`config.mk`:
```
export PLATFORM = sky130hd
export DESIGN_NAME = trade_ouch_tx
export DESIGN_NICKNAME = d
export VERILOG_FILES = /design/src/rtl/trade_ouch_tx_pkg.sv /design/src/rtl/trade_ouch_tx_sync_fifo.sv /design/src/rtl/trade_ouch_tx.sv
export SDC_FILE = /design/constraint.sdc
export NUM_CORES = 2
export LEC_CHECK = 0
export BUFFER_PORTS_ARGS = -buffer_cell sky130_fd_sc_hd__clkbuf_2
export CORE_MARGIN = 5
export CORE_UTILIZATION = 55
export DETAILED_ROUTE_END_ITERATION = 8
export PLACE_DENSITY = 0.68
export SLEW_MARGIN = 5
export SYNTH_ARGS = -nofsm -noshare
export SYNTH_HDL_FRONTEND = slang
export SYNTH_HIERARCHICAL = 1
export SYNTH_SLANG_ARGS = --single-unit
```
`constraint.sdc`:
```
create_clock -name clk -period 10.95 [get_ports clk]
set_input_delay 0.5475 -clock clk [delete_from_list [all_inputs] [get_ports clk]]
set_output_delay 0.5475 -clock clk [all_outputs]
set_load 0.005 [all_outputs]
```
`src/rtl/trade_ouch_tx_pkg.sv`:
```
// Shared types and constants for the OUCH order-entry transmit path.
// The beat formatters map the 20-byte big-endian message onto three 64-bit AXI-Stream beats.
package trade_ouch_tx_pkg;

  localparam logic [1:0] ACTION_HOLD = 2'b00;
  localparam logic [1:0] ACTION_BUY  = 2'b01;
  localparam logic [1:0] ACTION_SELL = 2'b10;

  localparam logic [7:0] OUCH_TYPE_ENTER = 8'h4F;
  localparam logic [7:0] SIDE_BUY        = 8'h42;
  localparam logic [7:0] SIDE_SELL       = 8'h53;

  localparam int OUCH_MSG_BYTES = 20;

  typedef struct packed {
    logic        valid;
    logic [1:0]  action;
    logic [15:0] confidence;
    logic [31:0] price;
    logic [31:0] quantity;
  } trade_signal_t;

  typedef struct packed {
    logic [7:0]  side;
    logic [31:0] quantity;
    logic [31:0] price;
    logic [15:0] confidence;
    logic [31:0] timestamp;
  } ouch_entry_t;

  typedef enum logic [1:0] {ST_IDLE, ST_BEAT0, ST_BEAT1, ST_BEAT2} tx_state_t;

  function automatic logic [31:0] bswap32(input logic [31:0] v);
    return {v[7:0], v[15:8], v[23:16], v[31:24]};
  endfunction

  function automatic logic [15:0] bswap16(input logic [15:0] v);
    return {v[7:0], v[15:8]};
  endfunction

  // Byte lane 0 is the first byte on the wire, so big-endian fields land byte-swapped.
  function automatic logic [63:0] ouch_beat0(input logic [7:0] side, input logic [31:0] token,
                                             input logic [31:0] quantity);
    return {quantity[23:16], quantity[31:24], bswap32(token), side, OUCH_TYPE_ENTER};
  endfunction

  function automatic logic [63:0] ouch_beat1(input logic [15:0] quantity_lo, input logic [31:0] price,
                                             input logic [15:0] confidence);
    return {bswap16(confidence), bswap32(price), quantity_lo[7:0], quantity_lo[15:8]};
  endfunction

  function automatic logic [63:0] ouch_beat2(input logic [31:0] timestamp);
    return {32'h0000_0000, bswap32(timestamp)};
  endfunction

endpackage

```
`src/rtl/trade_ouch_tx_sync_fifo.sv`:
```
// Synchronous FIFO with registered storage and a combinational head read.
// A push while full is accepted only if the same cycle pops.
module trade_ouch_tx_sync_fifo #(
  parameter int WIDTH = 8,
  parameter int DEPTH = 16
) (
  input  logic                   clk,
  input  logic                   rst_n,
  input  logic                   push,
  input  logic [WIDTH-1:0]       push_data,
  input  logic                   pop,
  output logic [WIDTH-1:0]       pop_data,
  output logic                   full,
  output logic                   empty,
  output logic [$clog2(DEPTH):0] level
);

  localparam int AW = $clog2(DEPTH);
  localparam logic [AW:0]   LVL_FULL = DEPTH[AW:0];
  localparam logic [AW:0]   LVL_ONE  = {{AW{1'b0}}, 1'b1};
  localparam logic [AW-1:0] PTR_ONE  = {{(AW-1){1'b0}}, 1'b1};

  logic [WIDTH-1:0] mem_r [DEPTH];
  logic [AW-1:0]    wr_ptr_r;
  logic [AW-1:0]    rd_ptr_r;
  logic             pop_ok_s;
  logic             push_ok_s;

  // Status flags and qualified push/pop strobes.
  always_comb begin
    full      = (level == LVL_FULL);
    empty     = (level == {(AW+1){1'b0}});
    pop_ok_s  = pop && !empty;
    push_ok_s = push && (!full || pop_ok_s);
    pop_data  = mem_r[rd_ptr_r];
  end

  // Storage write; the slot under rd_ptr is read before the edge that may overwrite it.
  always_ff @(posedge clk) begin
    if (push_ok_s) begin
      mem_r[wr_ptr_r] <= push_data;
    end
  end

  // Pointer and occupancy bookkeeping.
  always_ff @(posedge clk or negedge rst_n) begin
    if (!rst_n) begin
      wr_ptr_r <= {AW{1'b0}};
      rd_ptr_r <= {AW{1'b0}};
      level    <= {(AW+1){1'b0}};
    end else begin
      if (push_ok_s) wr_ptr_r <= wr_ptr_r + PTR_ONE;
      if (pop_ok_s)  rd_ptr_r <= rd_ptr_r + PTR_ONE;
      case ({push_ok_s, pop_ok_s})
        2'b10:   level <= level + LVL_ONE;
        2'b01:   level <= level - LVL_ONE;
        default: level <= level;
      endcase
    end
  end

endmodule

```
`src/rtl/trade_ouch_tx.sv`:
```
// Filters trade signals, queues them with a timestamp and serialises each one
// as a 20-byte OUCH enter-order message over three 64-bit AXI-Stream beats.
module trade_ouch_tx
  import trade_ouch_tx_pkg::*;
#(
  parameter int          FIFO_DEPTH     = 16,
  parameter logic [15:0] MIN_CONFIDENCE = 16'h0000
) (
  input  logic                        clk,
  input  logic                        rst_n,
  input  trade_signal_t               trade_in,
  output logic [63:0]                 m_axis_tdata,
  output logic [7:0]                  m_axis_tkeep,
  output logic                        m_axis_tvalid,
  output logic                        m_axis_tlast,
  input  logic                        m_axis_tready,
  output logic [31:0]                 tx_count,
  output logic [31:0]                 drop_count,
  output logic [$clog2(FIFO_DEPTH):0] fifo_level
);

  tx_state_t   state_r;
  ouch_entry_t push_entry_s;
  ouch_entry_t head_s;
  logic [31:0] token_r;
  logic [31:0] ts_r;
  logic [15:0] qty_lo_r;
  logic [31:0] price_r;
  logic [15:0] conf_r;
  logic [31:0] stamp_r;
  logic [16:0] conf_diff_s;
  logic        conf_ok_s;
  logic        side_ok_s;
  logic        push_s;
  logic        pop_s;
  logic        handshake_s;
  logic        full_s;
  logic        empty_s;

  // Push qualification, entry packing and pop decision.
  always_comb begin
    // Bit 16 of (0x10000 + conf - min) is set exactly when conf >= min.
    conf_diff_s  = {1'b1, trade_in.confidence} - {1'b0, MIN_CONFIDENCE};
    conf_ok_s    = conf_diff_s[16];
    side_ok_s    = (trade_in.action == ACTION_BUY) || (trade_in.action == ACTION_SELL);
    push_s       = trade_in.valid && side_ok_s && conf_ok_s;
    push_entry_s.side       = (trade_in.action == ACTION_SELL) ? SIDE_SELL : SIDE_BUY;
    push_entry_s.quantity   = trade_in.quantity;
    push_entry_s.price      = trade_in.price;
    push_entry_s.confidence = trade_in.confidence;
    push_entry_s.timestamp  = ts_r;
    handshake_s  = m_axis_tvalid && m_axis_tready;
    if (state_r == ST_IDLE) begin
      pop_s = !empty_s;
    end else if (state_r == ST_BEAT2) begin
      pop_s = handshake_s && !empty_s;
    end else begin
      pop_s = 1'b0;
    end
  end

  trade_ouch_tx_sync_fifo #(
    .WIDTH($bits(ouch_entry_t)),
    .DEPTH(FIFO_DEPTH)
  ) u_fifo (
    .clk       (clk),
    .rst_n     (rst_n),
    .push      (push_s),
    .push_data (push_entry_s),
    .pop       (pop_s),
    .pop_data  (head_s),
    .full      (full_s),
    .empty     (empty_s),
    .level     (fifo_level)
  );

  // Free-running timestamp and overflow drop counter.
  always_ff @(posedge clk or negedge rst_n) begin
    if (!rst_n) begin
      ts_r       <= 32'd0;
      drop_count <= 32'd0;
    end else begin
      ts_r <= ts_r + 32'd1;
      if (push_s && full_s && !pop_s) drop_count <= drop_count + 32'd1;
    end
  end

  // Message sequencer: beat registers advance only on a handshake.
  always_ff @(posedge clk or negedge rst_n) begin
    if (!rst_n) begin
      state_r       <= ST_IDLE;
      m_axis_tdata  <= 64'd0;
      m_axis_tkeep  <= 8'h00;
      m_axis_tvalid <= 1'b0;
      m_axis_tlast  <= 1'b0;
      token_r       <= 32'd0;
      tx_count      <= 32'd0;
      qty_lo_r      <= 16'd0;
      price_r       <= 32'd0;
      conf_r        <= 16'd0;
      stamp_r       <= 32'd0;
    end else begin
      case (state_r)
        ST_IDLE: begin
          if (pop_s) begin
            state_r       <= ST_BEAT0;
            m_axis_tdata  <= ouch_beat0(head_s.side, token_r, head_s.quantity);
            m_axis_tkeep  <= 8'hFF;
            m_axis_tvalid <= 1'b1;
            m_axis_tlast  <= 1'b0;
            token_r       <= token_r + 32'd1;
            qty_lo_r      <= head_s.quantity[15:0];
            price_r       <= head_s.price;
            conf_r        <= head_s.confidence;
            stamp_r       <= head_s.timestamp;
          end
        end
        ST_BEAT0: begin
          if (handshake_s) begin
            state_r      <= ST_BEAT1;
            m_axis_tdata <= ouch_beat1(qty_lo_r, price_r, conf_r);
          end
        end
        ST_BEAT1: begin
          if (handshake_s) begin
            state_r      <= ST_BEAT2;
            m_axis_tdata <= ouch_beat2(stamp_r);
            m_axis_tkeep <= 8'h0F;
            m_axis_tlast <= 1'b1;
          end
        end
        ST_BEAT2: begin
          if (handshake_s) begin
            tx_count <= tx_count + 32'd1;
            if (pop_s) begin
              state_r       <= ST_BEAT0;
              m_axis_tdata  <= ouch_beat0(head_s.side, token_r, head_s.quantity);
              m_axis_tkeep  <= 8'hFF;
              m_axis_tlast  <= 1'b0;
              token_r       <= token_r + 32'd1;
              qty_lo_r      <= head_s.quantity[15:0];
              price_r       <= head_s.price;
              conf_r        <= head_s.confidence;
              stamp_r       <= head_s.timestamp;
            end else begin
              state_r       <= ST_IDLE;
              m_axis_tdata  <= 64'd0;
              m_axis_tkeep  <= 8'h00;
              m_axis_tvalid <= 1'b0;
              m_axis_tlast  <= 1'b0;
            end
          end
        end
        default: begin
          state_r       <= ST_IDLE;
          m_axis_tvalid <= 1'b0;
          m_axis_tlast  <= 1'b0;
        end
      endcase
    end
  end

endmodule

```
# Yosys cells after proc, flatten, opt, wreduce, memory -nomap -nowiden

Memories as Yosys holds them, arrays and structs flattened.
Index checks and enable logic that the tools add are counted.

Memory bits (read-only): 0
Flip-flop bits (word level): 313
Latch bits: 0
Word-level logic and storage cells: 106
Memories kept: 1
Bits in writable memories: 1872
Bits of input ports: 86
Output and inout bits: 143

Eq/ne operators: 13
Div/mod/pow operators: 0
Order comparisons: 0
$add $sub $neg: 8
Shifts and indexed selects: 0
Multiply operators: 0
Reduce and logical (&&, ||, !) cells: 22
Bitwise gates (word level): 0
Multiplexer cells: 46

Memories:

| memory       | depth | width | rd ports | clocked after memory_dff | wr ports | line                          | text |
|---|---|---|---|---|---|---|---|
| u_fifo.mem_r | 16    | 117   | 1        | 0                        | 1        | trade_ouch_tx_sync_fifo.sv:23 | `logic [WIDTH-1:0] mem_r [DEPTH];` |

Operators with widths:

| kind                    | count |
|---|---|
| $mux W64                | 5 |
| $pmux W64 S4            | 1 |
| $mux W32                | 6 |
| $pmux W32 S2            | 3 |
| $add A32 B1 Y32 const B | 4 |
| $mux W16                | 4 |
| $pmux W16 S2            | 2 |
| $mux W8                 | 4 |
| $pmux W8 S3             | 1 |
| $reduce_and A4 Y1       | 3 |
| $mux W1                 | 11 |
| $ne A2 B2 Y1 const B    | 5 |
| $pmux W5 S2             | 1 |
| $add A4 B1 Y4 const B   | 2 |
| $eq A2 B2 Y1 const B    | 4 |
| $mux W2                 | 4 |
| $pmux W2 S4             | 1 |
| $logic_and A1 B1 Y1     | 7 |
| $eq A2 B1 Y1 const B    | 3 |
| $add A5 B1 Y5 const B   | 1 |
| $eq A5 B5 Y1 const B    | 1 |
| $logic_not A5 Y1        | 1 |
| $mux W5                 | 1 |
| $sub A5 B1 Y5 const B   | 1 |
| 8 further kinds         | 13 |

# Longest topological paths before layout

Word-level depth: 10
Depth in mapped cells: 15
Gate-level depth less buffers: 13

# Hierarchy

The synthesis kept the hierarchy.

Modules (own cells, without submodules):

| module                  | cells an instance | sequential area each (µm²) | instances | area an instance (µm²) |
|---|---|---|---|---|
| trade_ouch_tx_sync_fifo | 2778              | 57980.6                    | 1         | 72970.0 |
| trade_ouch_tx           | 1041              | 7357.1                     | 1         | 12553.3 |

# Worst setup path before layout

OpenSTA, ideal clock, no wires.

Kind: register to register
Start: reg u_fifo.level[1]
End: mem u_fifo/mem_r[10][0] (netlist name), enable pin
Arrival time: 4.862 ns
Setup slack: 5.595 ns
Cell stages (with the launch flop): 10
Required time: 10.457 ns
Period minus slack after synthesis: 5.355 ns
Buffers on the path: 2
Setup time: 0.493 ns
Path through: dfrtp_1 or4_1 clkbuf_1 nor2_1 inv_1 and2_2 clkbuf_1 o21ai_0 nor3b_1 and2_1

Cells in the longest elaborated chain, start to end: 10
Elaborated cells on any way between the ends: 12
Those cells by class: 1 x eq/ne; 4 x mux; 7 x reduce/logical

RTL lines:

| what                              | line                                     | text |
|---|---|---|
| start, declared                   | trade_ouch_tx_sync_fifo.sv:15            | `output logic [$clog2(DEPTH):0] level` |
| start signal, assigned            | trade_ouch_tx_sync_fifo.sv:50            | `level <= {(AW+1){1'b0}};` |
| start signal, assigned            | trade_ouch_tx_sync_fifo.sv:55            | `2'b10: level <= level + LVL_ONE;` |
| start signal, assigned            | trade_ouch_tx_sync_fifo.sv:56            | `2'b01: level <= level - LVL_ONE;` |
| $logic_not A5 Y1 (*)              | trade_ouch_tx_sync_fifo.sv:32            | `empty = (level == {(AW+1){1'b0}});` |
| net empty_s                       | trade_ouch_tx.sv:38                      | `logic empty_s;` |
| $logic_not A1 Y1 (*)              | trade_ouch_tx.sv:54, trade_ouch_tx.sv:56 |  |
| $logic_and A1 B1 Y1               | trade_ouch_tx.sv:56                      | `pop_s = handshake_s && !empty_s;` |
| $mux W1                           | trade_ouch_tx.sv:55                      | `end else if (state_r == ST_BEAT2) begin` |
| $mux W1 (*)                       | trade_ouch_tx.sv:53                      | `if (state_r == ST_IDLE) begin` |
| net pop_s                         | trade_ouch_tx.sv:35                      | `logic pop_s;` |
| $logic_and A1 B1 Y1 (*)           | trade_ouch_tx_sync_fifo.sv:33            | `pop_ok_s = pop && !empty;` |
| $logic_or A1 B1 Y1 (*)            | trade_ouch_tx_sync_fifo.sv:34            | `push_ok_s = push && (!full \|\| pop_ok_s);` |
| $logic_and A1 B1 Y1 (*)           | trade_ouch_tx_sync_fifo.sv:34            |  |
| $mux W1 (*)                       | trade_ouch_tx_sync_fifo.sv:40            | `if (push_ok_s) begin` |
| $mux W1 (implied by the code) (*) | trade_ouch_tx_sync_fifo.sv:41            | `mem_r[wr_ptr_r] <= push_data;` |
| end, declared                     | trade_ouch_tx_sync_fifo.sv:23            |  |

Mark *: on every way through the listed nets, which the timed path passes. The rest lies on a longest branch.

# Worst setup path after layout

Start: reg u_fifo.level[3]
End: mem u_fifo/mem_r[11][34] (netlist name), enable pin

The elaborated chain is that of the path after synthesis.

==> metrics.txt <==
H-tree depth=4; CP endpoint=u_fifo/mem_r[11][34]; main combinational cell family by area after synthesis=multiplexers; Worst-path clk slew=0.06 ns; drt pass-1 iters=8; WL final=198000 µm; Worst Skew=0.0443 ns; sw power=6.88 mW; I/O Buffers=228; RSZ-0062 raised after global routing=no; Synth Area in Adders=0.301%; Seq pwr share=43.9%; Least-Margin Pin Slew=1.22 ns; Post-Syn Area per Cell=22.4 µm²; FILL cells=10427; sw frac=28.6%; worst-path maximum fanout=42; power density over cell area=250 nW/µm²; Die Height=404 µm; CTS buffer count=215; Arrival @ worst endpoint=5.61 ns; Synth Area in Compound Gates=1.41%; most frequent cells in the layout=edfxtp_1 (1920), mux4_2 (600), dfrtp_1 (303), clkbuf_2 (227), clkbuf_16 (219); HPWL Detailed=108000 µm; Clk network pwr share=30.7%; worst r2r src=u_fifo/level[3]; # setup viols final=0; initial antenna violation count=35; Final Critical Period=5.19 ns; Layout Nets=4334; Crit path required time=11.37 ns; area of the core=154000 µm²; Hold WC Path Type=input pin to flop; Num Clock Sinks=2227; area delta synth->final=12.7%; largest net degree at the start of global routing=152; layout cells sized above 1=31.0%; Worst Min Path Start=trade_in[76]; DR DRC count=0; commonest non-fill, non-tap cell in the layout=edfxtp_1; Syn Inst Count=3819; CP Launch Type=flop; crit path from=u_fifo/level[3]; leakage=32.4 nW; final hold viol count=0; R2R depth=9; Pint=17.2 mW; Slew headroom=18.9%; io pins=229; post-synthesis mux area share=17.1%; Iteration-0 DRC Markers=4395; library cells used by synthesis=61; Simple-Gate Fraction of Synth Area=2.10%; Placed Cells incl. Taps=6054; register area share after synthesis=76.4%; first-pass GRT wire length=288000 µm; clk_lat worst skew=0.84 ns; max-slew violation count=0; worst-case clock buffer depth=3; Synth Register Bits=2227; CP endpoint kind=flop; multi-input logic area=19500 µm²; die area=163000 µm²; vias in the first global route=40619; Post-synth ARST share=13.8%; die width=404 µm; Avg WL per Cell=30.6 µm; row count=144; outcome=finished, final reports clean; vias post-DR=40453; Finished Layout Cells=6470; Max rail drop VDD=0.214 mV; setup_tns=0 ns; combinational group share of total power=25.4%; MaxCap Viol Count=0; Post-synth EDFFs=1920; remaining global-route overflow=0; FF/Latch Area=65400 µm²; CTS tree=built; period utilization=47.4%; top_reg_cell synth=edfxtp_1; Initial Utilization=55.4%; Routability Congestion=0.769; crit path kind=flop to flop; Routed Antenna Nets=0; RR Endpoint=u_fifo/mem_r[11][34]; YS warnings=6; Post-Synth XOR/XNOR Area=1.35%; Root Buffer=clkbuf_16; via/cell ratio=6.25; Syn Std Cell Area=85500 µm²; Fmax achieved=0.193 GHz; Reg2Reg Setup Slack=5.76 ns; GRT Total Usage=24.5%
==> how the worst min path moves through the flow <==
| stage | endpoint | slack [ns] | depth (start not counted) |
|---|---|---|---|
| 3_5_place_dp | tx_count[31] | 0.46 | 1 |
| 4_1_cts | u_fifo/mem_r[14][42] | 0.07 | 1 |
| 6_report | u_fifo/mem_r[0][44] | 0.13 | 1 |
| 2_1_floorplan | conf_r[0] | 0.25 | 0 |
| 5_1_grt | u_fifo/mem_r[14][46] | 0.11 | 1 |
| 3_3_place_gp | token_r[31] | 0.46 | 1 |
==> power by group through the flow <==
stage / registers, mW / clock network [mW] / logic, mW
floorplan: 10.4 / 0 / 4.56
global placement: 10.7 / 0 / 6.14
detailed placement: 10.7 / 0 / 6.18
CTS: 10.6 / 7.50 / 6.20
global route: 10.6 / 7.87 / 6.53
finish: 10.6 / 7.38 / 6.12
==> layout make-up <==
cell class / count / area share [%]
sequential: 2227 / 67.8
multi-input combinational: 1468 / 20.2
clock buffer: 300 / 6.29
tap: 2044 / 2.65
timing repair buffer: 293 / 1.81
clock inverter: 107 / 1.11
inverter: 23 / 0.0896
antenna: 8 / 0.0208
==> state kept, by name, summed over array words and instances, names as in the netlist, 5 cells and up <==
register and cells:
conf_r 16, drop_count 32, m_axis_tdata 64, price_r 32, qty_lo_r 16, stamp_r 32
token_r 32, ts_r 32, tx_count 32, u_fifo/level 5, u_fifo/mem_r 1920
==> logic make-up (layout without fill, tap and decap cells) <==
group | Yosys count | count (layout)
xor+xnor | 132 | 132
mux | 700 | 700
compound gates | 172 | 172
buf+inv | 218 | 723
fa+ha+maj | 20 | 20
simple gates | 348 | 348
other cells | 2 | 104
flops | 2227 | 2227
==> worst max-delay path: stages (launching register included) <==
cell     delay (ns)
dfrtp_1        0.48
or4_1          0.26
nor2_1         0.16
inv_1          0.29
and2_2         0.35
o21ai_0        0.25
nor3b_1        0.49
and2_4         0.77
buf_4          0.83
buf_4          0.81
==> metal layers <==
| layer | global-route usage, % | wire [µm] | part of all wire [%] |
|---|---|---|---|
| met5 | 0 | 100 | 0.051 |
| met4 | 6.43 | 4960 | 2.5 |
| met3 | 5.83 | 17900 | 9.0 |
| met2 | 38.5 | 95000 | 48 |
| met1 | 35.4 | 79700 | 40 |
==> metrics by stage <==
stage          utilization, %  power (mW)  instance area, µm²  setup WS, ns  hold WS (ns)
2_1_floorplan               -        14.9               85900          5.59         0.252
3_3_place_gp             57.8        16.8               89200          5.91         0.457
3_5_place_dp             57.8        16.9               89200          5.85         0.464
4_1_cts                  62.4        24.3               96400          5.79        0.0668
5_1_grt                  62.4        25.0               96400          5.56         0.109
6_report                 62.4        24.1               96400          5.76         0.127
==> synth_stat cells (all sizes together) (3+ instances only) <==
cell type / number / area share (%)
clkbuf: 111 / 0.49
nor3: 25 / 0.17
and4: 9 / 0.092
nor4: 5 / 0.061
a221oi: 5 / 0.051
o21ai: 71 / 0.42
nand2: 128 / 0.57
dfrtp: 307 / 9.0
a222oi: 24 / 0.28
nor2: 33 / 0.14
mux4: 600 / 16
a22oi: 37 / 0.32
edfxtp: 1920 / 67
buf: 84 / 0.73
a21oi: 16 / 0.094
nand4: 39 / 0.29
nand3: 40 / 0.23
mux2: 100 / 1.3
and2: 23 / 0.17
nor2b: 6 / 0.044
and3: 26 / 0.19
or2: 3 / 0.022
inv: 23 / 0.10
nor3b: 3 / 0.026
ha: 19 / 0.28
xnor2: 85 / 0.87
xor2: 47 / 0.48
==> repair_timing <==
item / CTS / global route
gates resized for setup: 0 / 0
buffers inserted: 0 / 0
hold endpoints to repair: 62 / 0
hold buffers: 1 / 0
(Power assumes the default switching activity.)
